$ cat config.mk
export PLATFORM = sky130hd
export DESIGN_NAME = rr_mux_reg
export DESIGN_NICKNAME = d
export VERILOG_FILES = /design/src/rtl/rr_mux_reg.sv
export SDC_FILE = /design/constraint.sdc
export NUM_CORES = 1
export LEC_CHECK = 0
export ABC_CLOCK_PERIOD_IN_PS = 5500
export BUFFER_PORTS_ARGS = -buffer_cell sky130_fd_sc_hd__buf_4
export CORE_AREA = 2 2 115 73
export CTS_CLUSTER_DIAMETER = 50
export DETAILED_ROUTE_END_ITERATION = 6
export DIE_AREA = 0 0 117 75
export PLACE_DENSITY_LB_ADDON = 0.05
export SETUP_SLACK_MARGIN = 0.02
export SLEW_MARGIN = 20
export SYNTH_ARGS = -nofsm -noshare
export SYNTH_HDL_FRONTEND = slang
export SYNTH_SLANG_ARGS = --single-unit
export TNS_END_PERCENT = 30
$ cat constraint.sdc
create_clock -name clk -period 5.5 [get_ports clk]
set_input_delay 0 -clock clk [delete_from_list [all_inputs] [get_ports clk]]
set_output_delay 0 -clock clk [all_outputs]
set_load 0.01 [all_outputs]
$ cat src/rtl/rr_mux_reg.sv
// N:1 datapath mux with round-robin arbitration and one registered output stage.
// Optional MUX_FORCE_SEL_EN adds force_en/force_sel to bypass the arbiter.
module rr_mux_reg #(
  parameter  int WIDTH  = 16,
  parameter  int NUM_IN = 8,
  localparam int SEL_W  = $clog2(NUM_IN)
) (
  input  logic                    clk,
  input  logic                    rst_n,
  input  logic [NUM_IN*WIDTH-1:0] in_data,
  input  logic [NUM_IN-1:0]       in_valid,
  output logic [NUM_IN-1:0]       in_ready,
  output logic [WIDTH-1:0]        out_data,
  output logic [SEL_W-1:0]        out_chan,
  output logic                    out_valid,
  input  logic                    out_ready
`ifdef MUX_FORCE_SEL_EN
  ,
  input  logic                    force_en,
  input  logic [SEL_W-1:0]        force_sel
`endif
);

  logic [WIDTH-1:0] data_q, data_d;
  logic [SEL_W-1:0] chan_q, chan_d;
  logic             valid_q, valid_d;
  logic [SEL_W-1:0] ptr_q, ptr_d;

  logic             load;
  logic             rr_found;
  logic [SEL_W-1:0] rr_grant;
  logic             found;
  logic [SEL_W-1:0] grant;
  logic             advance;
  logic [WIDTH-1:0] sel_data;

  assign load = !valid_q || out_ready;

  // Circular scan starting at ptr_q; first valid channel wins.
  always_comb begin
    int unsigned idx;
    rr_found = 1'b0;
    rr_grant = '0;
    idx      = 0;
    for (int unsigned k = 0; k < NUM_IN; k++) begin
      idx = 32'(ptr_q) + k;
      if (idx >= NUM_IN) idx = idx - NUM_IN;
      if (!rr_found && in_valid[idx]) begin
        rr_found = 1'b1;
        rr_grant = SEL_W'(idx);
      end
    end
  end

`ifdef MUX_FORCE_SEL_EN
  always_comb begin
    logic force_hit;
    force_hit = 1'b0;
    if (32'(force_sel) < NUM_IN) force_hit = in_valid[force_sel];
    found   = force_en ? force_hit : rr_found;
    grant   = force_en ? force_sel : rr_grant;
    advance = !force_en;
  end
`else
  always_comb begin
    found   = rr_found;
    grant   = rr_grant;
    advance = 1'b1;
  end
`endif

  always_comb begin
    in_ready = '0;
    sel_data = '0;
    for (int unsigned i = 0; i < NUM_IN; i++) begin
      if (grant == SEL_W'(i)) begin
        in_ready[i] = load && found;
        sel_data    = in_data[i*WIDTH +: WIDTH];
      end
    end
  end

  always_comb begin
    data_d  = data_q;
    chan_d  = chan_q;
    valid_d = valid_q;
    ptr_d   = ptr_q;
    if (load) begin
      if (found) begin
        data_d  = sel_data;
        chan_d  = grant;
        valid_d = 1'b1;
        if (advance) ptr_d = (grant == SEL_W'(NUM_IN - 1)) ? '0 : grant + SEL_W'(1);
      end else begin
        valid_d = 1'b0;
      end
    end
  end

  always_ff @(posedge clk or negedge rst_n) begin
    if (!rst_n) begin
      data_q  <= '0;
      chan_q  <= '0;
      valid_q <= 1'b0;
      ptr_q   <= '0;
    end else begin
      data_q  <= data_d;
      chan_q  <= chan_d;
      valid_q <= valid_d;
      ptr_q   <= ptr_d;
    end
  end

  assign out_data  = data_q;
  assign out_chan  = chan_q;
  assign out_valid = valid_q;

endmodule

==> results.toml, run 1 <==
[routing]
finalWirelength_um = 12700
wl_met2_um = 5300
highest_layer = "met4"
wl_per_cell_um = 17.3
firstDrtPassIters = 5
viasPerCell = 5.83
vias = 4282
drt_iter0_drc = 327
drcViolationCount = 0
wirelength_met1_um = 5860
wl_met3_um = 1380
antenna_left = 0

[place]
port_buffers = 166
pre_cts_slack_ns = 0.332
gp_congestion = 0.881
hpwl_um = 9690

[synthesis]
ys.flop_type = "dfrtp_1"
syn_nets = 635
synth.distinct_cells = 63
synth_seq_cells = 23
yosys-top-cells-area = "dfrtp_1 16%, a21oi_1 8.2%, nand2_1 7.9%"
synthesis.area_um2 = 3670
ys_seq_area_frac = 0.157
avgSynthCellArea_um2 = 7.53
ys.warnings.count = 0
synth_area_leader_cell = "dfrtp_1"
netlist.area_leader.share = 0.157
syn_inst = 488
async_reset_ff_frac = 1.00
synth_edf_count = 0

[min_path]
whs_path_depth = 3
hp-class = "input port to register"

[clock_tree]
clk_latency_ns = 0.25
clk_pin_slew_ns = 0.06
ctsResizeCount = 0
h-tree-depth = 1
cts.sinks = 23
cts_buffer_depth = 2
root_buffer = "clkbuf_16"
cts_tree = "built"
cts_buffers = 3

[sta]
tightest_slew_ns = 0.749
finalHoldViolCount = 0
slew-limit-headroom = 0.501
fin_worst_skew_ns = 0.00233
max_freq_mhz = 201
setup_ws_ns = 0.527
rsz0062_at_grt = "false"
setup_tns_ns = 0
fin_crit_ns = 4.97
hold_ws_ns = 0.0656
final_max_slew_viol_count = 0
setup_viol = 0
finalCritPeriodShare = 0.904

[final_layout]
drive_gt1_frac = 0.399
final_common_cell = "buf_4"
layout.nets = 774
fill_cells = 699
register_area_um2 = 576
areaGrowthSynthToFinish_pct = 34.2
n_antenna_cell = 0
multi_input_area_um2 = 2690
final_cell_mix = "178 x buf_4, 77 x nand2_1, 77 x nor2_1, 60 x a21oi_1, 29 x o21ai_0"

[critical_path]
reg2reg_depth = 16
crit_chain = "inv_1 > ha_1 > mux4_2 > a21oi_1 > a32o_2 > and2_2 > nand2_1 > a21o_1 > o31ai_1 > ha_1 > buf_4 > nand2_1 > o21ai_0 > nand2_1 > o311a_1 > o22ai_2"
cp_slowest_cell = "mux4_2"
cpPeakStageDelay_ns = 0.61
startpoint_type = "register"
path_depth = 16
crit_family = "compound AO/OA/AOI/OAI gates"
arrival_ns = 5.15
worstPathMaxFanout = 28
endpoint_kind = "register"
worstPathRequired_ns = 5.68
critPathKind = "register to register"
crit_buf_inv = 2
crit_top_cell = "nand2_1"

[die]
die_h_um = 75
core.rowCount = 25
core_area_um2 = 7660
num_io_pins = 167
dieArea_um2 = 8780
start_util = 0.479
die_w_um = 117

[grt]
grt_max_degree = 67
grt_pass1_wl_um = 20000
antenna_found_initial = 0
track_usage = 0.291
grt_pass1_vias = 3929
overflow = 0

[flow_run]
maxCapViolations = 0

[status]
status = "finished, final reports clean"
## worst paths after layout
| path | from | slack (ns) | endpoint |
|---|---|---|---|
| max in group asynchronous | rst_n | 5.06 | ptr_q[0] |
| worst max register to register | ptr_q[1] | 0.53 | out_data[15] |
| worst min register to register | out_data[3] | 0.52 | out_data[3] |
| worst max-delay path | ptr_q[1] | 0.53 | out_data[15] |
| min in group asynchronous | rst_n | 0.19 | out_data[7] |
| worst min-delay path | in_data[51] | 0.07 | out_data[3] |
## cells by family after synthesis
family | count (synthesis) | share of synthesized area
AND/OR/NAND/NOR | 196 | 0.237
AO/OA/AOI/OAI | 179 | 0.375
buffers and inverters | 59 | 0.114
flip-flops | 23 | 0.157
multiplexers | 20 | 0.0821
adder cells (fa/ha/maj) | 8 | 0.0273
XOR/XNOR | 3 | 0.00716
## Yosys cell counts (4+ instances only)
master     n
clkbuf_1  20
ha_1       8
or2b_2     4
nand2_1   77
mux2i_1    8
nor2_1    77
o311a_2   10
a22oi_2   15
inv_1     10
and3_1     7
o22ai_2   15
dfrtp_1   23
a22oi_1   18
o311a_1    6
clkbuf_8  10
and2_1     4
buf_1      5
nand2b_1  12
o21ai_0   29
a21oi_1   60
nor2b_1    4
mux4_2     5
mux2_2     5
## cell type report
cell class / count / area share
repair buffers: 182 / 0.285
flip-flops and latches: 23 / 0.117
clock buffers: 4 / 0.0160
well taps: 108 / 0.0274
multi-input cells: 406 / 0.546
inverters: 11 / 0.00838
## stage by stage
| stage | instance area [µm²] | util | instances |
|---|---|---|---|
| 6_report | 4930 | 0.643 | 734 |
| 5_1_grt | 4930 | 0.643 | 734 |
| 4_1_cts | 4910 | 0.641 | 733 |
| 3_5_place_dp | 4820 | 0.629 | 728 |
| 3_3_place_gp | 4820 | 0.629 | 728 |
| 2_1_floorplan | 3670 | - | 488 |
## per-layer routing
layer | GRT usage | vias up
met5 | 0 | -
met4 | 0.0497 | 0
met3 | 0.0821 | 12
met2 | 0.437 | 210
met1 | 0.425 | 2018
li1 | - | 2042
## worst min-delay path: stages
cell     delay [ns]
buf_4          0.08
a22oi_2        0.07
o22ai_2        0.12
## sequential cells by signal, summed over array words and instances (netlist names)
name,flops
ptr_q,3
out_chan,3
out_valid,1
out_data,16
## timing repair
action,CTS,global route
buffers inserted,0,1
hold endpoints to repair,23,0
hold buffers,1,0
endpoints found under the setup margin,0,16
Power of run 1 is left out: the tool's default activity adds up to more than one toggle a clock period on the data nets, which glitch-free logic cannot reach.
==> run 2, diff against run 1 <==
--- a/config.mk
+++ b/config.mk
@@ -5,13 +5,13 @@
 export SDC_FILE = /design/constraint.sdc
 export NUM_CORES = 1
 export LEC_CHECK = 0
-export ABC_CLOCK_PERIOD_IN_PS = 5500
+export ABC_CLOCK_PERIOD_IN_PS = 5700
 export BUFFER_PORTS_ARGS = -buffer_cell sky130_fd_sc_hd__buf_4
 export CORE_AREA = 2 2 115 73
 export CTS_CLUSTER_DIAMETER = 50
 export DETAILED_ROUTE_END_ITERATION = 6
 export DIE_AREA = 0 0 117 75
-export PLACE_DENSITY_LB_ADDON = 0.05
+export PLACE_DENSITY = 0.78
 export SETUP_SLACK_MARGIN = 0.02
 export SLEW_MARGIN = 20
 export SYNTH_ARGS = -nofsm -noshare
==> constraint.sdc (replaced) <==
create_clock -name clk -period 5.7 [get_ports clk]
set_input_delay 0 -clock clk [delete_from_list [all_inputs] [get_ports clk]]
set_output_delay 0 -clock clk [all_outputs]
set_load 0.01 [all_outputs]
==> run 2 against run 1 <==
Effect of this change:
- clock skew about the same
- fmax up 3.4%
- first-iteration DRC count up 44%
- critical path depth up 2
- cell area down 0.41%
- non-clock buffer count down 1
- wire length down 4.2%
- worst setup slack better by 0.36 ns
==> results.toml, run 2 (synthesis gave the netlist of run 1 again) <==
[clock_tree]
cts_tree = "built"
h-tree-depth = 1
ctsResizeCount = 0
cts.sinks = 23
clk_pin_slew_ns = 0.06
root_buffer = "clkbuf_16"
clk_latency_ns = 0.25
cts_buffer_depth = 2
cts_buffers = 3

[sta]
fin_crit_ns = 4.81
finalCritPeriodShare = 0.843
max_freq_mhz = 208
rsz0062_at_grt = "false"
setup_viol = 0
setup_tns_ns = 0
final_max_slew_viol_count = 0
fin_worst_skew_ns = 0.00231
finalHoldViolCount = 0
slew-limit-headroom = 0.560
tightest_slew_ns = 0.652

[final_layout]
final_cell_mix = "178 x buf_4, 77 x nand2_1, 77 x nor2_1, 60 x a21oi_1, 29 x o21ai_0"
final_common_cell = "buf_4"
largest_register_ffs = 16
layout.nets = 773
register_area_um2 = 576
n_antenna_cell = 0
fill_cells = 661
drive_gt1_frac = 0.398
multi_input_area_um2 = 2690
areaGrowthSynthToFinish_pct = 33.7

[place]
port_buffers = 166
hpwl_um = 9520
gp_congestion = 0.939

[critical_path]
worstPathMaxFanout = 17
endpoint_kind = "register"
arrival_ns = 4.97
startpoint_type = "register"
worstPathRequired_ns = 5.87
critPathKind = "register to register"

[die]
core.rowCount = 25
num_io_pins = 167
dieArea_um2 = 8780
start_util = 0.479
core_area_um2 = 7660
die_w_um = 117
die_h_um = 75

[grt]
antenna_found_initial = 0
overflow = 0
grt_pass1_wl_um = 18900
grt_pass1_vias = 3859
grt_max_degree = 54
track_usage = 0.271

[routing]
viasPerCell = 5.75
drt_iter0_drc = 470
drcViolationCount = 0
wl_per_cell_um = 16.6
firstDrtPassIters = 5
vias = 4213
finalWirelength_um = 12100
antenna_left = 0

[status]
status = "finished, final reports clean"

[flow_run]
maxCapViolations = 0

[min_path]
hp-class = "input port to register"
## run 2: changes by cell type in the layout (fill, tap and decap cells not counted)
cell,change
buf_12,-1
## run 2: area by class of cell
type / instances / share of cell area
inverter: 11 / 0.00841
multi-input combinational: 406 / 0.548
tap: 108 / 0.0275
clock buffer: 4 / 0.0161
timing repair buffer: 181 / 0.282
sequential: 23 / 0.117
## run 2: worst paths after layout
| path | from | endpoint | slack [ns] | cells after the start |
|---|---|---|---|---|
| min reg2reg | out_data[10] | out_data[10] | 0.52 | 2 |
| min | in_data[52] | out_data[4] | 0.07 | 3 |
| max reg2reg | ptr_q[1] | out_data[11] | 0.89 | 18 |
| max | ptr_q[1] | out_data[11] | 0.89 | 18 |
| max in group asynchronous | rst_n | out_data[1] | 5.27 | 2 |
| min in group asynchronous | rst_n | out_chan[2] | 0.19 | 2 |
## run 2: metrics by stage
stage	utilization	setup slack, ns	instance area, µm²	hold WS, ns	instances
after floorplan	-	1.42	3670	-0.296	488
after global placement	0.629	1.19	4820	-0.0908	728
final	0.641	0.892	4910	0.0708	733
after global routing	0.641	0.463	4910	0.0805	733
after detailed placement	0.629	0.969	4820	-0.0863	728
after CTS	0.641	0.949	4910	0.0682	733
## run 2: worst max-delay path, cell delays in order (launching register included)
cell,delay (ns)
dfrtp_1,0.32
buf_4,0.18
inv_1,0.08
ha_1,0.46
mux4_2,0.61
a21oi_1,0.23
a32o_2,0.21
and2_2,0.20
nand2_1,0.08
a21o_1,0.18
o31ai_1,0.49
inv_1,0.14
ha_1,0.27
ha_1,0.25
buf_4,0.22
nor2b_1,0.18
buf_4,0.27
a22oi_1,0.12
o22ai_1,0.22
## run 2: metal layers
| metal | vias to the layer above | GRT usage | wire [µm] |
|---|---|---|---|
| met5 | - | 0 | 0 |
| met4 | 0 | 0.0209 | 72 |
| met3 | 8 | 0.0548 | 1060 |
| met2 | 202 | 0.457 | 5520 |
| met1 | 1963 | 0.381 | 5480 |
| li1 | 2040 | - | - |
## run 2: what timing repair did
action | 4_1_cts | 5_1_grt
hold buffers | 1 | 0
buffers inserted | 0 | 0
endpoints found under the hold margin | 23 | 0
Power of run 2 is left out for the same reason.
==> run 3, diff against run 2 <==
--- a/config.mk
+++ b/config.mk
@@ -5,13 +5,14 @@
 export SDC_FILE = /design/constraint.sdc
 export NUM_CORES = 1
 export LEC_CHECK = 0
-export ABC_CLOCK_PERIOD_IN_PS = 5700
+export ABC_AREA = 1
+export ABC_CLOCK_PERIOD_IN_PS = 4400
 export BUFFER_PORTS_ARGS = -buffer_cell sky130_fd_sc_hd__buf_4
-export CORE_AREA = 2 2 115 73
+export CORE_AREA = 2 2 118 74
 export CTS_CLUSTER_DIAMETER = 50
 export DETAILED_ROUTE_END_ITERATION = 6
-export DIE_AREA = 0 0 117 75
-export PLACE_DENSITY = 0.78
+export DIE_AREA = 0 0 120 76
+export PLACE_DENSITY = 0.74
 export SETUP_SLACK_MARGIN = 0.02
 export SLEW_MARGIN = 20
 export SYNTH_ARGS = -nofsm -noshare
==> constraint.sdc (replaced) <==
create_clock -name clk -period 4.4 [get_ports clk]
set_input_delay 0 -clock clk [delete_from_list [all_inputs] [get_ports clk]]
set_output_delay 0 -clock clk [all_outputs]
set_load 0.01 [all_outputs]
==> run 3 against run 2 <==
Effect of this change:
- global-route usage rose by 0.49 points
- sequential share of layout area rose by 0.42 points
- critical path type unchanged
- worst setup slack got worse by 0.57 ns
- wire length rose by 6.7%
- non-clock buffer count fell by 5
- synthesized area fell by 8.4%
- critical path depth increased by 5
- register-to-register slack got worse by 0.57 ns
- die area is 3.9% higher
- fmax grew 18%
==> results.toml, run 3 <==
[synthesis]
syn_nets = 726
synth_area_leader_cell = "dfrtp_1"
ys.warnings.count = 0
post-synth-top-count-cell = "nand2_1"
synth_common_cells = "145 x nand2_1, 100 x inv_1, 76 x nand3_1"
syn_inst = 579
netlist.area_leader.share = 0.171
synth.distinct_cells = 37
synth_edf_count = 0
yosys-top-cells-area = "dfrtp_1 17%, nand2_1 16%, nand3_1 11%"
avgSynthCellArea_um2 = 5.81
synth_seq_cells = 23
ys_seq_area_frac = 0.171
ys.flop_type = "dfrtp_1"
async_reset_ff_frac = 1.00
synthesis.area_um2 = 3360

[final_layout]
layout.nets = 871
areaGrowthSynthToFinish_pct = 41.5
final_common_cell = "buf_4"
final_cell_mix = "174 x buf_4, 145 x nand2_1, 99 x inv_1, 76 x nand3_1, 33 x nand4_1"
n_antenna_cell = 0
drive_gt1_frac = 0.297
largest_register_ffs = 16

[place]
port_buffers = 166
gp_congestion = 1.03
hpwl_um = 10200

[critical_path]
critPathKind = "register to register"
worstPathRequired_ns = 4.56
crit_top_cell = "nand2_1"
cpPeakStageDelay_ns = 0.49
startpoint_type = "register"
cp_slowest_cell = "dfrtp_2"
crit_chain = "inv_2 > ha_1 > inv_2 > nand3_1 > nand3_1 > nand2_1 > nor2_4 > nand4_4 > nor2_8 > inv_1 > nor3_1 > inv_1 > o21ai_1 > inv_1 > ha_1 > nand3_2 > nand3_1 > nand3_1 > nand2_1 > nand2_1 > nand2_1 > nand2_1 > nand2_1"
path_depth = 23
worstPathMaxFanout = 16
arrival_ns = 4.23
reg2reg_depth = 23
crit_family = "simple AND/OR/NAND/NOR gates"
endpoint_kind = "register"
crit_buf_inv = 5

[sta]
tightest_slew_ns = 0.435
setup_tns_ns = 0
fin_crit_ns = 4.07
max_freq_mhz = 246
finalCritPeriodShare = 0.926
final_max_slew_viol_count = 0
rsz0062_at_grt = "false"
finalHoldViolCount = 0
slew-limit-headroom = 0.710
fin_worst_skew_ns = 0.00357
setup_viol = 0

[die]
dieArea_um2 = 9120
die_h_um = 76
core_area_um2 = 8170
start_util = 0.412
num_io_pins = 167
die_w_um = 120
core.rowCount = 26

[grt]
grt_pass1_wl_um = 20600
grt_pass1_vias = 4288
overflow = 0
grt_max_degree = 35
antenna_found_initial = 0
track_usage = 0.276

[routing]
antenna_left = 0
viasPerCell = 5.40
drt_iter0_drc = 432
finalWirelength_um = 13000
drcViolationCount = 0
wl_per_cell_um = 15.5
vias = 4508
firstDrtPassIters = 7

[clock_tree]
clk_pin_slew_ns = 0.07
cts_tree = "built"
cts_buffers = 3
cts.sinks = 23
cts_buffer_depth = 2
h-tree-depth = 1
clk_latency_ns = 0.26
post_cts_buffers = 0
root_buffer = "clkbuf_16"

[min_path]
whs_path_depth = 4
hp-class = "input port to register"

[flow_run]
maxCapViolations = 0

[status]
status = "finished, final reports clean"
## run 3: cell count changes after synthesis, sizes merged, moves of 13 or more
| cell | before | now |
|---|---|---|
| o311a | 16 | 0 |
| nand3 | 0 | 78 |
| nand2 | 78 | 151 |
| a22oi | 33 | 0 |
| inv | 11 | 104 |
| a22o | 0 | 16 |
| o21ai | 29 | 42 |
| nand4 | 1 | 35 |
| or2 | 0 | 16 |
| nor2 | 77 | 34 |
| a21oi | 61 | 17 |
## run 3: what timing repair did
action	CTS	global route
gates resized for setup	2	8
pin swaps	0	1
hold buffers	1	0
gates cloned	0	1
endpoints found under the hold margin	23	0
endpoints found under the setup margin	1	22
## run 3: logic make-up after synthesis
logic type | share of synthesized area
and+or+nand+nor | 0.462
buffers and inverters | 0.173
xor gates and xnor gates | 0.0130
DFF | 0.171
adders and majority gates | 0.0298
AOI/OAI and AO/OA | 0.151
## run 3: worst paths after layout
path	slack, ns	startpoint	end
max in group asynchronous	3.91	rst_n	ptr_q[1]
min in group asynchronous	0.20	rst_n	out_valid
hold / removal	0.04	in_data[120]	out_data[8]
setup reg to reg	0.33	ptr_q[0]	out_data[2]
hold reg to reg	0.53	out_chan[2]	out_chan[2]
setup / recovery	0.33	ptr_q[0]	out_data[2]
## run 3: cell type report
| class | instances | area (µm²) |
|---|---|---|
| Sequential cell | 23 | 578 |
| Fill cell | 795 | 3410 |
| Clock inverter | 1 | 5.00 |
| Clock buffer | 3 | 75.1 |
| Tap cell | 112 | 140 |
| Inverter | 105 | 400 |
| Multi-Input combinational cell | 415 | 2230 |
| Timing Repair Buffer | 176 | 1330 |
## run 3: stage by stage
step	hold WS [ns]	setup WS [ns]	instances	util	instance area, µm²
after detailed placement	-0.0612	0.0175	829	0.568	4630
after CTS	0.0407	0.100	834	0.579	4730
after global placement	-0.0758	0.262	829	0.568	4630
after global routing	0.0536	0.0534	835	0.583	4760
final	0.0438	0.327	835	0.583	4760
after floorplan	-0.296	0.669	579	-	3360
## run 3: routing by layer
| layer | track usage | wire length [µm] |
|---|---|---|
| met1 | 0.385 | 5590 |
| met2 | 0.441 | 5750 |
| met4 | 0.0729 | 341 |
| met3 | 0.0494 | 1270 |
| met5 | 0 | 0 |
## run 3: worst min-delay path: cells and delay by family
kind | cells | cell delay (ns)
compound gates | 1 | 0.11
buf+inv | 2 | 0.12
simple gates | 1 | 0.05
Power of run 3 is left out for the same reason.
